--- src/rtl/mips_fetch_issue_unit_if.sv ---
// Fetch/issue bus: instruction-memory handshake toward memory, decoded fields
// and issue handshake toward the control unit and datapath.
interface mips_fetch_issue_unit_if #(
  parameter int COUNT_WIDTH = 16
);
  logic [31:0]            IMemAddr;
  logic                   IMemReq;
  logic                   IMemValid;
  logic [31:0]            IMemData;
  logic [5:0]             Opcode;
  logic [4:0]             Rs, Rt, Rd;
  logic [15:0]            Imm16;
  logic                   InstrValid;
  logic                   Advance;
  logic                   Branch;
  logic                   Zero;
  logic [31:0]            PC;
  logic                   Illegal;
  logic [COUNT_WIDTH-1:0] InstrCount;

  modport master (
    output IMemAddr, IMemReq, Opcode, Rs, Rt, Rd, Imm16, InstrValid, PC, Illegal, InstrCount,
    input  IMemValid, IMemData, Advance, Branch, Zero
  );

  modport slave (
    input  IMemAddr, IMemReq, Opcode, Rs, Rt, Rd, Imm16, InstrValid, PC, Illegal, InstrCount,
    output IMemValid, IMemData, Advance, Branch, Zero
  );
endinterface

--- src/rtl/mips_fetch_issue_unit.sv ---
// Fetch/issue front end: fetches a word into IR, issues it, and resolves
// sequential, beq and j next-PC on Advance; halts on undecodable opcodes.
module mips_fetch_issue_unit #(
  parameter logic [31:0] RESET_PC    = 32'h0000_0000,
  parameter int          COUNT_WIDTH = 16
) (
  input logic                     CLK,
  input logic                     Reset,
  mips_fetch_issue_unit_if.master bus
);
  typedef enum logic [1:0] {IDLE, REQ, ISSUE, HALT} state_t;

  state_t                 state;
  logic [31:0]            pc, ir;
  logic                   req, vld, ill;
  logic [COUNT_WIDTH-1:0] cnt;

  logic [31:0] pc4, br_tgt, j_tgt, next_pc;
  logic        legal;

  always_comb begin
    pc4     = pc + 32'd4;
    br_tgt  = pc4 + {{14{ir[15]}}, ir[15:0], 2'b00};
    j_tgt   = {pc4[31:28], ir[25:0], 2'b00};
    next_pc = (ir[31:26] == 6'd2)        ? j_tgt  :
              (bus.Branch && bus.Zero)   ? br_tgt : pc4;
  end

  // Opcodes the downstream control unit decodes: R-type, j, beq, lw, sw.
  always_comb begin
    case (bus.IMemData[31:26])
      6'd0, 6'd2, 6'd4, 6'd35, 6'd43: legal = 1'b1;
      default:                        legal = 1'b0;
    endcase
  end

  always_ff @(posedge CLK or posedge Reset) begin
    if (Reset) begin
      state <= IDLE;
      pc    <= RESET_PC;
      ir    <= '0;
      req   <= 1'b0;
      vld   <= 1'b0;
      ill   <= 1'b0;
      cnt   <= '0;
    end else begin
      case (state)
        IDLE: begin
          state <= REQ;
          req   <= 1'b1;
        end
        REQ: begin
          if (bus.IMemValid) begin
            ir  <= bus.IMemData;
            req <= 1'b0;
            if (legal) begin
              state <= ISSUE;
              vld   <= 1'b1;
            end else begin
              state <= HALT;
              ill   <= 1'b1;
            end
          end
        end
        ISSUE: begin
          if (bus.Advance) begin
            pc    <= next_pc;
            cnt   <= cnt + COUNT_WIDTH'(1);
            vld   <= 1'b0;
            req   <= 1'b1;
            state <= REQ;
          end
        end
        default: ; // HALT: only Reset leaves
      endcase
    end
  end

  assign bus.IMemAddr   = pc;
  assign bus.IMemReq    = req;
  assign bus.Opcode     = ir[31:26];
  assign bus.Rs         = ir[25:21];
  assign bus.Rt         = ir[20:16];
  assign bus.Rd         = ir[15:11];
  assign bus.Imm16      = ir[15:0];
  assign bus.InstrValid = vld;
  assign bus.PC         = pc;
  assign bus.Illegal    = ill;
  assign bus.InstrCount = cnt;
endmodule

--- src/flat_wrapper.sv ---
// flat-port wrapper written by rule: the top's interface ports become plain ports
module mips_fetch_issue_unit_flat 
#(
  parameter logic [31:0] RESET_PC    = 32'h0000_0000,
  parameter int          COUNT_WIDTH = 16
)
  (CLK, Reset, bus_IMemAddr, bus_IMemReq, bus_Opcode, bus_Rs, bus_Rt, bus_Rd, bus_Imm16, bus_InstrValid, bus_PC, bus_Illegal, bus_InstrCount, bus_IMemValid, bus_IMemData, bus_Advance, bus_Branch, bus_Zero);
  mips_fetch_issue_unit_if #(.COUNT_WIDTH(COUNT_WIDTH)) bus_i ();
  input logic CLK;
  input logic Reset;
  output wire logic [$bits(bus_i.IMemAddr)-1:0] bus_IMemAddr;
  output wire logic [$bits(bus_i.IMemReq)-1:0] bus_IMemReq;
  output wire logic [$bits(bus_i.Opcode)-1:0] bus_Opcode;
  output wire logic [$bits(bus_i.Rs)-1:0] bus_Rs;
  output wire logic [$bits(bus_i.Rt)-1:0] bus_Rt;
  output wire logic [$bits(bus_i.Rd)-1:0] bus_Rd;
  output wire logic [$bits(bus_i.Imm16)-1:0] bus_Imm16;
  output wire logic [$bits(bus_i.InstrValid)-1:0] bus_InstrValid;
  output wire logic [$bits(bus_i.PC)-1:0] bus_PC;
  output wire logic [$bits(bus_i.Illegal)-1:0] bus_Illegal;
  output wire logic [$bits(bus_i.InstrCount)-1:0] bus_InstrCount;
  input wire logic [$bits(bus_i.IMemValid)-1:0] bus_IMemValid;
  input wire logic [$bits(bus_i.IMemData)-1:0] bus_IMemData;
  input wire logic [$bits(bus_i.Advance)-1:0] bus_Advance;
  input wire logic [$bits(bus_i.Branch)-1:0] bus_Branch;
  input wire logic [$bits(bus_i.Zero)-1:0] bus_Zero;
  assign bus_IMemAddr = bus_i.IMemAddr;
  assign bus_IMemReq = bus_i.IMemReq;
  assign bus_Opcode = bus_i.Opcode;
  assign bus_Rs = bus_i.Rs;
  assign bus_Rt = bus_i.Rt;
  assign bus_Rd = bus_i.Rd;
  assign bus_Imm16 = bus_i.Imm16;
  assign bus_InstrValid = bus_i.InstrValid;
  assign bus_PC = bus_i.PC;
  assign bus_Illegal = bus_i.Illegal;
  assign bus_InstrCount = bus_i.InstrCount;
  assign bus_i.IMemValid = bus_IMemValid;
  assign bus_i.IMemData = bus_IMemData;
  assign bus_i.Advance = bus_Advance;
  assign bus_i.Branch = bus_Branch;
  assign bus_i.Zero = bus_Zero;
  mips_fetch_issue_unit #(.RESET_PC(RESET_PC), .COUNT_WIDTH(COUNT_WIDTH)) u_core (.CLK(CLK), .Reset(Reset), .bus(bus_i));
endmodule
--- config.mk ---
export PLATFORM = sky130hd
export DESIGN_NAME = mips_fetch_issue_unit_flat
export DESIGN_NICKNAME = d
export VERILOG_FILES = /design/src/rtl/mips_fetch_issue_unit_if.sv /design/src/rtl/mips_fetch_issue_unit.sv /design/src/flat_wrapper.sv
export SDC_FILE = /design/constraint.sdc
export NUM_CORES = 1
export LEC_CHECK = 0
export ABC_AREA = 1
export CAP_MARGIN = 20
export CORE_MARGIN = 3
export CORE_UTILIZATION = 45
export DETAILED_ROUTE_END_ITERATION = 8
export MAX_ROUTING_LAYER = met4
export PLACE_DENSITY = 0.75
export SYNTH_ARGS = -nofsm -noshare
export SYNTH_HDL_FRONTEND = slang
export SYNTH_SLANG_ARGS = --single-unit
--- constraint.sdc ---
create_clock -name CLK -period 2.8 [get_ports CLK]
set_input_delay 0.56 -clock CLK [delete_from_list [all_inputs] [get_ports CLK]]
set_output_delay 0.56 -clock CLK [all_outputs]
set_load 0.01 [all_outputs]
Word level (Yosys, flattened, before mapping)
Cells that the tools add are included.
{"block": "totals", "reg_bits": 85, "in_bits": 38, "out_inout_bits": 120, "wordCells": 46}
{"block": "classes", "n_addsub": 3, "n_eq_ne": 10, "mux": 14, "n_bitwise": 1, "n_reduce_logical": 11}
{"op": "32-bit two-way mux", "n": 2}
{"op": "32-bit by 3-bit adder with 32-bit output (second input constant)", "n": 1}
{"op": "32-bit adder", "n": 1}
{"op": "16-bit by 1-bit adder with 16-bit output (second input constant)", "n": 1}
{"op": "6-bit by 2-bit equality test with 1-bit output (second input constant)", "n": 2}
{"op": "6-bit equality test (second input constant)", "n": 2}
{"op": "1-bit two-way mux", "n": 7}
{"op": "6-bit by 3-bit equality test with 1-bit output (second input constant)", "n": 1}
{"op": "6-bit logical NOT", "n": 1}
{"op": "2-bit case mux with 3 select lines", "n": 1}
{"op": "3-bit AND reduction", "n": 2}
{"op": "5-bit OR reduction", "n": 1}
{"op": "2-bit two-way mux", "n": 2}
{"op": "2-bit != test (second input constant)", "n": 2}
{"op": "2-bit AND reduction", "n": 2}
{"op": "4-bit AND reduction", "n": 1}
{"op": "1-bit case mux with 3 select lines", "n": 1}
{"op": "3-bit nonzero test", "n": 1}
{"op": "2-bit by 1-bit equality test with 1-bit output (second input constant)", "n": 1}
{"op": "2-bit equality test (second input constant)", "n": 1}
{"op": "2-bit logical NOT", "n": 1}
{"op": "2-bit by 1-bit != test with 1-bit output (second input constant)", "n": 1}
{"op": "1-bit case mux with 2 select lines", "n": 1}
{"op": "2-bit nonzero test", "n": 1}
{"op": "other kinds (2)", "n": 2}

Longest topological paths before layout
Gate-level depths: netlist (run 1).
{"block": "depth", "depth_word": 6, "mapped_depth": 24, "depth_no_buf": 24}

Least setup slack after synthesis (run 1)
Ideal clock, no wire load.
{"block": "synth_timing", "path_kind": "reg-to-reg", "start": "register u_core.pc[3], in the netlist u_core.bus.IMemAddr[3]", "end": "register u_core.pc[21], in the netlist u_core.bus.IMemAddr[21]", "setup_ns": 0.116, "arrival_ns": 2.572, "required_ns": 2.684, "path_slack_ns": 0.112, "path_stages_with_launch": 18, "path_buffers": 0, "synth_period_minus_slack_ns": 2.688, "cell_sequence": "dfrtp_1 -> ha_1 -> nand3_2 -> nor3_2 -> xor2_1 -> inv_1 -> ha_1 -> nand2_1 -> nor2_1 -> inv_1 -> nor2_1 -> nand4_1 -> nand3_1 -> nand2_1 -> nand3_1 -> nand3_1 -> nand2_1 -> nand2_1"}
{"block": "synth_via", "elab_chain_len": 4}
{"element": "start: declaration", "line": "mips_fetch_issue_unit.sv:14", "source": "logic [31:0] pc, ir;"}
{"element": "start signal: assignment", "line": "mips_fetch_issue_unit.sv:67", "source": "pc <= next_pc;"}
{"element": "32-bit by 3-bit adder with 32-bit output (*)", "line": "mips_fetch_issue_unit.sv:22", "source": "pc4 = pc + 32'd4;"}
{"element": "32-bit adder", "line": "mips_fetch_issue_unit.sv:23", "source": "br_tgt = pc4 + {{14{ir[15]}}, ir[15:0], 2'b00};"}
{"element": "32-bit two-way mux (*)", "line": "mips_fetch_issue_unit.sv:26", "source": "(bus.Branch && bus.Zero) ? br_tgt : pc4;"}
{"element": "32-bit two-way mux (*)", "line": "mips_fetch_issue_unit.sv:25", "source": "next_pc = (ir[31:26] == 6'd2) ? j_tgt :"}
Mark *: on every way between the ends. The rest lies on a longest branch, timed or not.
A chain may end at the register's enable or synchronous reset.

Worst setup path in the final report (run 1)
{"block": "layout_timing", "start": "register u_core.pc[2], in the netlist u_core.bus.IMemAddr[2]", "end": "register u_core.pc[21], in the netlist u_core.bus.IMemAddr[21]"}
The elaborated chain is that of the path after synthesis.

==> metrics.txt, run 1 <==
fin. max-slew vios 0; Clk Latency, worst-skew pair 0.35 ns; Die Area around 0.018 sq mm; WP data required just over 3 ns; largest net degree at the start of global routing 51; commonest non-fill, non-tap cell in the layout nand2_1; final design utilization between 70% and 80%; CTS tree yes; leakage 0.005867 uW; Via density ~5.3; Worst-path clk slew around 0.07 ns; R2R Setup Slk -0.09 ns; setup slack after layout -0.08603 ns; vias in the first global route approximately 8000; CP Launch Point u_core.bus.IMemAddr[2]; Hold Crit Class reg2reg; antenna viol nets, final 0; first-pass GRT wire length about 40000 um; Cell Pwr Density 1025 mW/mm^2; Worst R2R Path Depth 19; Detail Placement HPWL between 20000 and 25000 um; Worst Max-Slew Pin Slew between 0.9 and 1 ns; RSZ-0062 raised after global routing yes; Reg-to-Reg Start u_core.bus.IMemAddr[2]; outcome complete, but fails checks; die height ~130 um; Synth cell types 51; CP Max Fanout 5; clk sinks 83; I/O Pins ~160; drc violations 0; peak supply drop about 0.00059 V; core box area between 0.015 and 0.02 sq mm; layout cells sized above 1 between 20 and 30%; FMAX 346.5 MHz; Core Rows 46; Synth Area per Inst around 6.4 sq um; Pre-Repair DR Iteration Count 8; post-DR wirelength/cell about 17 um; Starting Density approximately 46%; dpl cell area roughly 0.01 sq mm; crit end category flop; Synth Instances between 1000 and 1500; Crit Path Class reg2reg; vias approximately 8600; RR Endpoint u_core.bus.IMemAddr[21]; commonest non-fill, non-tap cells in the layout 363 x nand2_1, 153 x clkdlybuf4s50_1, 128 x inv_1, 124 x buf_4, 77 x dfrtp_1; Max transition margin between 30 and 40%; initial antenna violation count 0; PortBufs 153; Final Hold Violating Endpoints 0; clock skew roughly 0.013 ns; largest buffer count on any clock path 2; final WL between 20000 and 30000 um; CP startpoint kind flop; total of max-cap violations 0; failing checks setup timing; Worst Setup EP u_core.bus.IMemAddr[21]; htree depth 3; cell area after layout 0.01155 sq mm; Nets about 1500; total gr overflow 0; CTS Buf Count 9; GP Congestion 0.9804; hold_sp u_core.bus.Illegal; Arr. time, crit path 3.12 ns; setup violators final 12; synth warn 0; Area Overhead vs Synth 56.07%; CTS root buffer clkbuf_16; Seq/Total Area, Yosys between 20 and 30%; hold_buf cts 0; total track usage a little under 30%; drt first-iter violations between 700 and 800; Post-Syn Area approximately 0.0074 sq mm; Final min period approximately 2.9 ns; Die Width roughly 130 um; Seq cells post-synth 83; fin crit share 103.1%; ANT cells 0
metal layers:
layer  up-vias  part of all wire [%]  GRT usage (%)
met5         -                     0              -
met4         0                   2.3          6.165
met3        45                   7.6          4.239
met2       406                    48          46.56
met1      4086                    42          40.17
li1       4069                     -              -
per-stage QoR:
| step | total power [uW] | hold WS (ns) | cells | setup TNS [ns] | setup slack, ns |
|---|---|---|---|---|---|
| 6_report | 11840 | 0.4600 | 1627 | -0.4362 | -0.08603 |
| 5_1_grt | 12540 | 0.5111 | 1627 | -2.905 | -0.2151 |
| 4_1_cts | 10160 | 0.4661 | 1608 | -0.04794 | -0.02493 |
| 3_5_place_dp | 8370 | 0.4462 | 1587 | -1.381 | -0.1923 |
| 3_3_place_gp | 8321 | 0.4437 | 1587 | -0.9650 | -0.1952 |
| 2_1_floorplan | 5522 | 0.4932 | 1164 | 0 | 0.1032 |
cells in the mapped netlist, drive strengths merged:
| cell | n | area (sq um) |
|---|---|---|
| o21bai | 5 | 37.54 |
| and2 | 5 | 31.28 |
| conb | 1 | 3.750 |
| o211ai | 3 | 22.52 |
| buf | 46 | 331.6 |
| xnor2 | 8 | 77.58 |
| nand3 | 90 | 478.0 |
| nor3b | 2 | 15.01 |
| nor3 | 10 | 81.33 |
| nor2 | 118 | 511.7 |
| fa | 1 | 20.02 |
| a211oi | 1 | 7.510 |
| clkinv | 1 | 3.750 |
| inv | 153 | 574.3 |
| a2bb2oi | 1 | 8.760 |
| a21boi | 1 | 7.510 |
| dfrtp | 83 | 2077 |
| a22oi | 2 | 15.01 |
| clkbuf | 16 | 60.06 |
| nand4 | 13 | 81.33 |
| nand2 | 443 | 1698 |
| o21ai | 31 | 158.9 |
| ha | 38 | 475.5 |
| o221ai | 1 | 8.760 |
| or2 | 6 | 37.54 |
| a21o | 5 | 37.54 |
| o22ai | 2 | 12.51 |
| and3 | 2 | 17.52 |
| xor2 | 29 | 276.5 |
| a21oi | 39 | 195.2 |
| nand3b | 4 | 30.03 |
| a31oi | 1 | 6.260 |
critical path: stages, from the launching register on:
cell and delay, ns:
dfrtp_1 0.42, buf_6 0.15, ha_4 0.13, nand2_2 0.07, nor2_4 0.17, buf_12 0.14
nand2_2 0.07, xnor2_2 0.17, ha_4 0.33, nand2_2 0.10, nor2_4 0.13, inv_1 0.13
nor2_4 0.11, nand4_1 0.14, nand3_1 0.12, nand2_1 0.07, nand3_2 0.12, nand3_2 0.07
nand2_1 0.11, nand2_1 0.05
worst min-delay path by stage:
stage / to / slack (ns) / cells after the start
6_report: u_core.bus.Illegal / 0.46 / 1
5_1_grt: u_core.bus.Illegal / 0.51 / 1
4_1_cts: u_core.bus.Illegal / 0.47 / 1
3_5_place_dp: u_core.bus.Illegal / 0.45 / 1
3_3_place_gp: u_core.bus.Illegal / 0.44 / 1
2_1_floorplan: u_core.bus.Illegal / 0.49 / 1
timing repair:
| action | 4_1_cts | 5_1_grt |
|---|---|---|
| resized for setup | 72 | 220 |
| pin swaps | 21 | 113 |
| hold endpoints to repair | 0 | 0 |
| buffers inserted | 5 | 19 |
| endpoints found under the setup margin | 20 | 24 |
power by group:
group	switching (uW)	internal, uW
Clock	533	703
Combinational	4490	3880
Sequential	647	1590
Total	5670	6170
flip-flops by register name, indices dropped and copies added, names as in the netlist:
| register | count |
|---|---|
| u_core.bus.InstrCount | 16 |
| u_core.bus.Illegal | 1 |
| u_core.ir | 32 |
| u_core.state | 2 |
| u_core.bus.IMemReq | 1 |
| u_core.bus.InstrValid | 1 |
| u_core.bus.IMemAddr | 30 |
logic make-up (layout without fill, tap and decap cells):
kind of cell             after synthesis  after routing  share of synthesized area (%)
AO/OA/AOI/OAI                         92             92                          7.001
XOR/XNOR                              37             37                          4.785
adder cells (fa/ha/maj)               39             39                          6.696
buffers and inverters                216            463                          13.10
flip-flops                            83             83                          28.07
other                                  1              4                        0.05068
AND/OR/NAND/NOR                      693            693                          40.29
area by class of cell:
class,count,area [sq um]
clock buffers,10,229.0
clock inverters,6,73.82
fillers,1248,4452
inverters,154,579.3
multi-input cells,865,5634
flip-flops and latches,83,2085
well taps,216,270.3
repair buffers,293,2678
Note: power is estimated with default switching activity, not from simulation.
==> inputs of run 2 (changes only) <==
CORE_MARGIN = 5   (was 3)
==> run 2 against run 1 <==
  * Routed wire length up 5.4%
  * The flow still finishes with violations (setup timing)
  * Clock skew down 0.0015 ns
  * Count of clock-buffer cells in the layout down 1
  * Non-clock buffer count up 19
  * Sequential cell count unchanged
  * Die area up 6.0%
  * Setup slack worse by 0.044 ns
  * Clock power up 9%
  * Hold slack better by 0.00099 ns
  * Via count up 1.7%
  * Cell count up 1.2%
==> metrics.txt, run 2 (same netlist as run 1, synthesis figures left out) <==
outcome complete, but fails checks; failing checks setup timing; Clk Latency, worst-skew pair 0.34 ns (about the same); fin. max-slew vios 0 (unchanged); GP Congestion 0.9650 (-1.6%); Worst Max-Slew Pin Slew 0.9381 ns (+0.002752 ns); part of the power in the clock network 10.9% (+0.5 points); Hold Crit Class reg2reg; Top reg by flops u_core.ir; commonest non-fill, non-tap cell in the layout nand2_1; Max transition margin 37.37% (-0.21 points); Detail Placement HPWL 20160 um (+0.76%); Area Overhead vs Synth 60.70%; leakage 0.006084 uW (+3.7%); total track usage 27.85% (-1.4 points); crit end category flop; PortBufs 153 (unchanged); CTS root buffer clkbuf_16; part of the power in registers 17.5% (-1.4 points); Final Hold Violating Endpoints 0 (unchanged); CP bufs+invs 4 (+1); Crit Path Class reg2reg; fin crit share 104.6% (+1.6 points); RSZ-0062 raised after global routing yes; CP Max Fanout 4 (-1); Hold Worst Slack 0.4610 ns (+0.0009860 ns); setup slack after layout -0.1298 ns (-0.04378 ns); Die Width 138.2 um (+3.0%); drc violations 0 (unchanged); clock skew 0.01125 ns (-0.001462 ns); total of max-cap violations 0 (unchanged); first-pass GRT wire length 42430 um (+3.0%); die height 138.2 um (+3.0%); commonest non-fill, non-tap cells in the layout 351 x nand2_1, 153 x clkdlybuf4s50_1, 145 x buf_4, 135 x inv_1, 79 x dfrtp_1; Largest register FFs 32 (unchanged); I/O Pins 158 (unchanged); clk sinks 83 (unchanged); Die Area 0.01911 sq mm (+6.0%); htree depth 3 (unchanged); setup violators final 12 (unchanged); initial antenna violation count 0 (unchanged); total gr overflow 0 (unchanged); CP Cell Sequence buf_6 -> ha_4 -> nand2_2 -> nor2_4 -> nand2_4 -> nor2_4 -> xor2_4 -> ha_4 -> nand2_1 -> nand2_2 -> inv_1 -> o21ai_2 -> inv_1 -> nand2_2 -> inv_2 -> nand3_1 -> nand2_1 -> nand3_2 -> nand3_2 -> nand2_1 -> nand2_1; Crit-path slowest cell dfrtp_2; WP data required 3.08 ns (+0.04 ns); vias in the first global route 8149 (+2.4%); Pre-Repair DR Iteration Count 6 (-2); Top cell by count, worst path nand2_1; internal power 6512 uW (+5.5%); CP startpoint kind flop; CP max stage delay 0.44 ns (+0.02 ns); vias 8748 (+1.7%); final WL 29530 um (+5.4%); ANT cells 0 (unchanged); Final min period 2.930 ns (+0.04378 ns); Arr. time, crit path 3.21 ns (+0.09 ns); largest net degree at the start of global routing 67 (+31%); Switching Fraction 47.70% (-0.17 points); crit-path leading delay family simple AND/OR/NAND/NOR gates; largest buffer count on any clock path 2 (unchanged); antenna viol nets, final 0 (unchanged); FMAX 341.3 MHz (-1.5%); Via density 5.315 (+0.48%); post-DR wirelength/cell 17.94 um (+4.2%); CTS tree yes; peak supply drop 0.0005277 V (-11%); switching power 5939 uW (+4.8%); Setup WS pre-CTS -0.3594 ns (-0.1670 ns); core box area 0.01600 sq mm (unchanged); drt first-iter violations 876 (+24%); Gate power share 71.6% (+0.9 points); Worst-path clk slew 0.07 ns (about the same); Core Rows 46 (unchanged); Nets 1502 (+1.3%); Starting Density 46.25% (unchanged); CTS Buf Count 9 (unchanged); layout cells sized above 1 32.38% (+2.5 points); hold_buf cts 0 (unchanged); Cell Pwr Density 1047 mW/mm^2 (+2.1%)
==> run 2: metal layers <==
| metal | track usage [%] | vias to the layer above | share of wire [%] |
|---|---|---|---|
| met5 | - | - | 0 |
| met4 | 7.280 | 0 | 3.4 |
| met1 | 37.31 | 4082 | 41 |
| li1 | - | 4102 | - |
| met2 | 44.45 | 468 | 48 |
| met3 | 4.103 | 96 | 7.4 |
==> run 2: power groups by stage <==
stage / clock [uW] / combinational, uW / sequential, uW
after floorplan: 0 / 3290 / 2230
after global placement: 0 / 6280 / 2080
after detailed placement: 0 / 6350 / 2090
after CTS: 1360 / 6990 / 2110
after global routing: 1410 / 9510 / 2220
final: 1350 / 8910 / 2180
==> run 2: worst reg2reg max path, cell delays in order (launching register included) <==
cell	delay (ns)
dfrtp_2	0.44
buf_6	0.13
ha_4	0.13
nand2_2	0.07
nor2_4	0.22
nand2_4	0.13
nor2_4	0.15
xor2_4	0.23
ha_4	0.26
nand2_1	0.09
nand2_2	0.08
inv_1	0.09
o21ai_2	0.06
inv_1	0.07
nand2_2	0.10
inv_2	0.07
nand3_1	0.09
nand2_1	0.10
nand3_2	0.11
nand3_2	0.11
nand2_1	0.07
nand2_1	0.06
==> run 2: final cells by class <==
class,instances,area (sq um)
Multi-Input combinational cell,865,5823
Fill cell,1173,4109
Timing Repair Buffer,312,2804
Sequential cell,83,2082
Inverter,154,581.8
Tap cell,216,270.3
Clock buffer,9,225.2
Clock inverter,7,105.1
==> run 2: what timing repair did <==
| action | CTS | global route |
|---|---|---|
| setup endpoints to repair | 21 | 24 |
| endpoints found under the hold margin | 0 | 0 |
| gates resized for setup | 85 | 242 |
| pin swaps | 27 | 128 |
| cloned | 0 | 0 |
| setup buffers | 24 | 24 |
==> run 2: final timing paths <==
| kind | startpoint | to | slack, ns | depth (start not counted) |
|---|---|---|---|---|
| min | u_core.bus.Illegal | u_core.bus.Illegal | 0.46 | 1 |
| max | u_core.bus.IMemAddr[2] | u_core.bus.IMemAddr[21] | -0.13 | 21 |
| max in group asynchronous | Reset | u_core.bus.IMemAddr[4] | 1.61 | 3 |
| min reg2reg | u_core.bus.Illegal | u_core.bus.Illegal | 0.46 | 1 |
| min in group asynchronous | Reset | u_core.ir[25] | 0.51 | 2 |
| max reg2reg | u_core.bus.IMemAddr[2] | u_core.bus.IMemAddr[21] | -0.13 | 21 |
==> run 2: metrics by stage <==
step / util [%] / total power (uW) / cells / TNS [ns] / instance area (sq um)
floorplan: - / 5522 / 1164 / 0 / 7411
global route: 74.32 / 13130 / 1646 / -2.941 / 11890
CTS: 66.28 / 10460 / 1623 / -0.05038 / 10610
detailed placement: 60.56 / 8435 / 1583 / -3.504 / 9691
finish: 74.32 / 12450 / 1646 / -0.5135 / 11890
global placement: 60.56 / 8360 / 1583 / -1.374 / 9691
